[src/rtl/register_file_sb_pkg.sv]
// ============================================================================
// register_file_sb_pkg : shared helpers for the register file with scoreboard
// Rev 1.0
// ============================================================================
`default_nettype none

package register_file_sb_pkg;

  localparam int REG_ZERO = 0;

  function automatic int addr_w(input int depth);
    return (depth < 2) ? 1 : $clog2(depth);
  endfunction

endpackage

`default_nettype wire

[src/rtl/regfile_scoreboard.sv]
// ============================================================================
// regfile_scoreboard : per-register busy bits, RAW hazard detect, issue_ready
// Rev 1.0
// ============================================================================
`default_nettype none

module regfile_scoreboard
  import register_file_sb_pkg::*;
#(
  parameter int DEPTH  = 8,
  parameter int ADDR_W = 3
) (
  input  logic              clk,
  input  logic              reset,
  input  logic              flush_i,
  input  logic              write_en_i,
  input  logic [ADDR_W-1:0] write_addr_i,
  input  logic              read_en_a_i,
  input  logic [ADDR_W-1:0] read_addr_a_i,
  input  logic              read_en_b_i,
  input  logic [ADDR_W-1:0] read_addr_b_i,
  input  logic              issue_valid_i,
  input  logic              issue_has_rd_i,
  input  logic [ADDR_W-1:0] issue_rd_i,
  output logic              issue_ready_o,
  output logic [DEPTH-1:0]  busy_o
);

  logic [DEPTH-1:0] busy_q;
  logic [DEPTH-1:0] busy_d;
  logic             hazard_a;
  logic             hazard_b;
  logic             issue_fire;

  // A completing write to the source cancels the hazard in the same cycle.
  assign hazard_a = read_en_a_i && busy_q[read_addr_a_i]
                    && !(write_en_i && (write_addr_i == read_addr_a_i));
  assign hazard_b = read_en_b_i && busy_q[read_addr_b_i]
                    && !(write_en_i && (write_addr_i == read_addr_b_i));

  assign issue_ready_o = !(hazard_a || hazard_b);
  assign issue_fire    = issue_valid_i && issue_ready_o && issue_has_rd_i
                         && (issue_rd_i != ADDR_W'(REG_ZERO));

  always_comb begin
    busy_d = busy_q;
    busy_d[0] = 1'b0;
    for (int i = 1; i < DEPTH; i++) begin
      if (reset || flush_i) begin
        busy_d[i] = 1'b0;
      end else if (issue_fire && (issue_rd_i == ADDR_W'(i))) begin
        busy_d[i] = 1'b1;  // newer producer supersedes the completing one
      end else if (write_en_i && (write_addr_i == ADDR_W'(i))) begin
        busy_d[i] = 1'b0;
      end
    end
  end

  always_ff @(posedge clk) begin
    if (reset) begin
      busy_q <= '0;
    end else begin
      busy_q <= busy_d;
    end
  end

  assign busy_o = busy_q;

endmodule

`default_nettype wire

[src/rtl/register_file_sb.sv]
// ============================================================================
// register_file_sb : 2R/1W register file, reg 0 hardwired to zero, optional
//                    write-to-read bypass and integrated RAW scoreboard
// Rev 1.0
// ============================================================================
`default_nettype none

module register_file_sb
  import register_file_sb_pkg::*;
#(
  parameter int WIDTH  = 32,
  parameter int DEPTH  = 8,
  parameter int BYPASS = 1,
  localparam int ADDR_W = addr_w(DEPTH)
) (
  input  logic              clk,
  input  logic              reset,
  input  logic              write_en,
  input  logic [ADDR_W-1:0] write_addr,
  input  logic [WIDTH-1:0]  data_in,
  input  logic              read_en_a,
  input  logic [ADDR_W-1:0] read_addr_a,
  output logic [WIDTH-1:0]  data_out_a,
  input  logic              read_en_b,
  input  logic [ADDR_W-1:0] read_addr_b,
  output logic [WIDTH-1:0]  data_out_b,
  input  logic              issue_valid,
  input  logic              issue_has_rd,
  input  logic [ADDR_W-1:0] issue_rd,
  output logic              issue_ready,
  input  logic              flush,
  output logic [DEPTH-1:0]  busy
);

  logic [WIDTH-1:0] regs_q [DEPTH];

  // flush intentionally does not gate the write: writeback data is architectural.
  always_ff @(posedge clk) begin
    if (reset) begin
      for (int i = 0; i < DEPTH; i++) begin
        regs_q[i] <= '0;
      end
    end else if (write_en && (write_addr != ADDR_W'(REG_ZERO))) begin
      regs_q[write_addr] <= data_in;
    end
  end

  function automatic logic [WIDTH-1:0] read_port(input logic en,
                                                 input logic [ADDR_W-1:0] addr);
    read_port = '0;
    if (en && (addr != ADDR_W'(REG_ZERO))) begin
      if ((BYPASS != 0) && write_en && (write_addr == addr)) begin
        read_port = data_in;
      end else begin
        read_port = regs_q[addr];
      end
    end
  endfunction

  always_comb begin
    data_out_a = read_port(read_en_a, read_addr_a);
    data_out_b = read_port(read_en_b, read_addr_b);
  end

  regfile_scoreboard #(
    .DEPTH  (DEPTH),
    .ADDR_W (ADDR_W)
  ) u_scoreboard (
    .clk            (clk),
    .reset          (reset),
    .flush_i        (flush),
    .write_en_i     (write_en),
    .write_addr_i   (write_addr),
    .read_en_a_i    (read_en_a),
    .read_addr_a_i  (read_addr_a),
    .read_en_b_i    (read_en_b),
    .read_addr_b_i  (read_addr_b),
    .issue_valid_i  (issue_valid),
    .issue_has_rd_i (issue_has_rd),
    .issue_rd_i     (issue_rd),
    .issue_ready_o  (issue_ready),
    .busy_o         (busy)
  );

endmodule

`default_nettype wire

[config.mk]
export PLATFORM = sky130hd
export DESIGN_NAME = register_file_sb
export DESIGN_NICKNAME = d
export VERILOG_FILES = /design/src/rtl/register_file_sb_pkg.sv /design/src/rtl/regfile_scoreboard.sv /design/src/rtl/register_file_sb.sv
export SDC_FILE = /design/constraint.sdc
export NUM_CORES = 1
export LEC_CHECK = 0
export ABC_AREA = 1
export BUFFER_PORTS_ARGS = -buffer_cell sky130_fd_sc_hd__buf_2
export CORE_MARGIN = 2
export CORE_UTILIZATION = 40
export DETAILED_ROUTE_END_ITERATION = 8
export HOLD_SLACK_MARGIN = 0.1
export SLEW_MARGIN = 15
export SYNTH_ARGS = -nofsm -noshare
export SYNTH_HDL_FRONTEND = slang
export SYNTH_HIERARCHICAL = 1
export SYNTH_SLANG_ARGS = --single-unit
[constraint.sdc]
create_clock -name clk -period 4.9 [get_ports clk]
set_input_delay 0.49 -clock clk [delete_from_list [all_inputs] [get_ports clk]]
set_output_delay 0.49 -clock clk [all_outputs]
set_load 0.02 [all_outputs]
==> summary.md <==
| Metric | Value |
|---|---|
| Tcrit/Tclk final | 0.812 |
| Setup clock skew after layout | 0.000121 ns |
| Clk slew on worst S/H paths | 0.06 ns |
| Die height | 193 µm |
| Die X-Extent | 193 µm |
| Die area | 37,200 µm² |
| Clk root buf | clkbuf_16 |
| Vias in the first global route | 13,000 |
| R2R setup slack | 3.69 ns |
| Crit path time final | 3.98 ns |
| Comb power frac | 0.179 |
| CTS tree | built |
| Critical path type | input pin to output pin |
| CTS Buf Count | 27 |
| Worst r2r path cells | 7 |
| Worst setup SP type | input pin |
| Yosys warnings | 6 |
| Top cell type's share of synthesized area | 0.472 |
| Max_cap viols | 0 |
| Total power | 5.18 mW |
| Hold slack | 0.296 ns |
| Clock share of power | 0.370 |
| Layout area overhead | 11.7% |
| Vias | 13,800 |
| Leak Pwr | 7.18 nW |
| Diodes inserted | 0 |
| Max VDD drop | 0.278 mV |
| Post-Route Setup TNS | 0 ns |
| Worst slew pin tran | 1.21 ns |
| Placed Instances | 2,456 |
| Core footprint | 35,300 µm² |
| Slew Limit Headroom | 0.193 |
| Fin. Hold Viols | 0 |
| Worst Hold Path EP | u_scoreboard/busy_o[5] |
| 1st-pass router iterations | 5 |
| Finished Layout Cells | 2,502 |
| Worst slack at placement | 1.02 ns |
| GRT overflow | 0 |
| Unique cell type count in the Yosys netlist | 29 |
| Worst EP required | 4.41 ns |
| Initial Utilization | 0.404 |
| Final Setup Violations | 0 |
| Number of synthesized register bits | 231 |
| Post-CTS Setup Inserts | 0 |
| Post-synthesis sequential area ratio | 0.481 |
| Internal | 3.63 mW |
| Top FF cell, synth | edfxtp_1 |
| Global Route Usage Sum | 0.268 |
| Cell depth of the worst hold path | 3 |
| RSZ-0062 raised after global routing | false |
| Cell Area, Placed | 15,100 µm² |
| PostCTS Resize Cnt | 0 |
| Post-Syn Instances | 1,972 |
| Vias/cell | 5.52 |
| # fillers | 3,507 |
| Routability cong. | 0.851 |
| ANT nets after route | 0 |
| PwrDens | 325 nW/µm² |
| Synth area leaders | edfxtp_1 47%, nand2_1 17%, nand3_1 9.4% |
| Fmax | 251 MHz |
| Synth top cells by count | 639 x nand2_1, 338 x nor2_1, 268 x nand3_1 |
| Critical R2R Launch | u_scoreboard/busy_o[2] |
| Final non-filler cell area | 15,900 µm² |
| Hold WC Path Type | input pin to register |
| Net Sw Frac | 0.298 |
| Mean post-synth cell area | 7.23 µm² |
| Clock Tree Buf Depth | 3 |
| # clock sinks | 231 |
| Mapped cell area | 14,300 µm² |
| Crit end category | output pin |
| Initial antenna violation count | 0 |
| Seq pwr share | 0.451 |
| Final worst slack | 0.921 ns |
| Detailed Route Iter0 Violations | 1,609 |
| Count of input and output buffers | 123 |
| Ys async rst share | 0 |
| Rows | 69 |
| H-tree Lvls | 1 |
| Yosys top cell by area | edfxtp_1 |
| Largest net degree at the start of global routing | 73 |
| R2r endpoint | u_scoreboard/busy_o[3] |
| Post-DR wirelength/cell | 20.0 µm |
| Pins Over Slew Limit | 0 |
| CP arrival | 3.49 ns |
| Post-CTS Hold Fix Bufs | 0 |
| Layout cell share with drive strength beyond 1 | 0.121 |
| DRC | 0 |
| Status | completed |
| Util after Layout | 0.451 |
| Routed WL | 50,000 µm |
| IO Pins | 125 |
| Syn nets | 2,024 |
| CP max FO | 33 |
| Final #Nets | 2,076 |
| Most common cell in the netlist | nand2_1 |
| Sw Pwr | 1.54 mW |
| First-pass GRT wire length | 74,800 µm |
| Hold Path Origin | flush |
| Post-synth EDFFs | 224 |
| HPWL Detailed | 28,700 µm |
| Worst-Skew Late Latency | 0.53 ns |
-- sequential cells by signal, summed over array words and instances, names as in the netlist --
name,flops
regs_q,224
u_scoreboard/busy_o,7
-- power groups by stage --
stage | Sequential [mW] | Clock (mW) | Combinational [mW]
after global placement | 2.37 | 0 | 0.908
after CTS | 2.33 | 1.92 | 0.918
after detailed placement | 2.37 | 0 | 0.916
final | 2.33 | 1.92 | 0.927
after global routing | 2.35 | 1.99 | 1.02
after floorplan | 2.37 | 0 | 0.609
-- routing by layer --
metal | global-route usage | vias to the layer above | part of all wire
met5 | 0 | - | 0
met4 | 0.110 | 0 | 0.038
met3 | 0.0347 | 130 | 0.091
met2 | 0.440 | 774 | 0.47
met1 | 0.357 | 6480 | 0.41
li1 | - | 6439 | -
-- how the worst max path moves through the flow --
stage | to | start | cells past startpoint | slack [ns]
after floorplan | regs_q[3][0] | write_en | 5 | 1.20
after global placement | data_out_b[31] | read_addr_b[0] | 9 | 1.12
after detailed placement | data_out_b[15] | read_addr_b[0] | 9 | 1.02
after CTS | data_out_b[26] | read_addr_b[0] | 9 | 1.01
after global routing | data_out_b[21] | read_addr_b[0] | 9 | 0.70
final | data_out_b[26] | read_addr_b[0] | 9 | 0.92
-- cell type report --
cell class                 count  area, µm²  area share
inverter                     166        623      0.0391
multi-input combinational   1445       6190       0.389
sequential                   231       6870       0.431
tap                          461        577      0.0362
clock inverter                15        118     0.00738
timing repair buffer         153        866      0.0543
clock buffer                  31        691      0.0433
-- logic make-up (layout without fill, tap and decap cells) --
family,count (synthesis),in the layout,synth area share
flip-flops,231,231,0.481
AO/OA/AOI/OAI,84,84,0.0325
AND/OR/NAND/NOR,1359,1359,0.397
buffers and inverters,296,365,0.0881
XOR/XNOR,1,1,0.000614
other,1,1,0.000263
-- critical path, cell delays in order --
cell and delay (ns):
buf_2 0.13, inv_2 0.48, nor2_1 0.15, nor2_4 0.84
nand2_2 0.81, nand2_1 0.24, nor2_1 0.06, nor2_1 0.10
buf_2 0.17
-- placed cells by master, fill, tap and decap left out --
| master | synthesis | routed |
|---|---|---|
| nand2_1 | 639 | 633 |
| nor2_1 | 338 | 338 |
| nand3_1 | 268 | 268 |
| edfxtp_1 | 224 | 224 |
| buf_2 | 59 | 123 |
| inv_1 | 121 | 121 |
| a21oi_1 | 73 | 73 |
| nor3_1 | 71 | 71 |
| clkinv_1 | 32 | 38 |
| buf_4 | 7 | 28 |
| clkbuf_16 | 0 | 27 |
| nor2_2 | 22 | 22 |
| inv_2 | 13 | 13 |
| nand4_1 | 12 | 12 |
| nand2_2 | 2 | 8 |
| clkinv_2 | 0 | 7 |
| dfxtp_1 | 7 | 7 |
| nor2_4 | 4 | 4 |
| clkbuf_1 | 42 | 4 |
| a31oi_4 | 1 | 3 |
| o21ai_4 | 0 | 2 |
| bufinv_16 | 0 | 2 |
| buf_12 | 0 | 2 |
| a21oi_2 | 2 | 2 |
| nand2_4 | 2 | 2 |
| o31ai_1 | 2 | 2 |
| xnor2_1 | 1 | 1 |
| o21ai_1 | 1 | 1 |
| or2_2 | 1 | 1 |
| o21ai_0 | 3 | 1 |
| conb_1 | 1 | 1 |
Note: power is estimated with default switching activity, not from simulation.
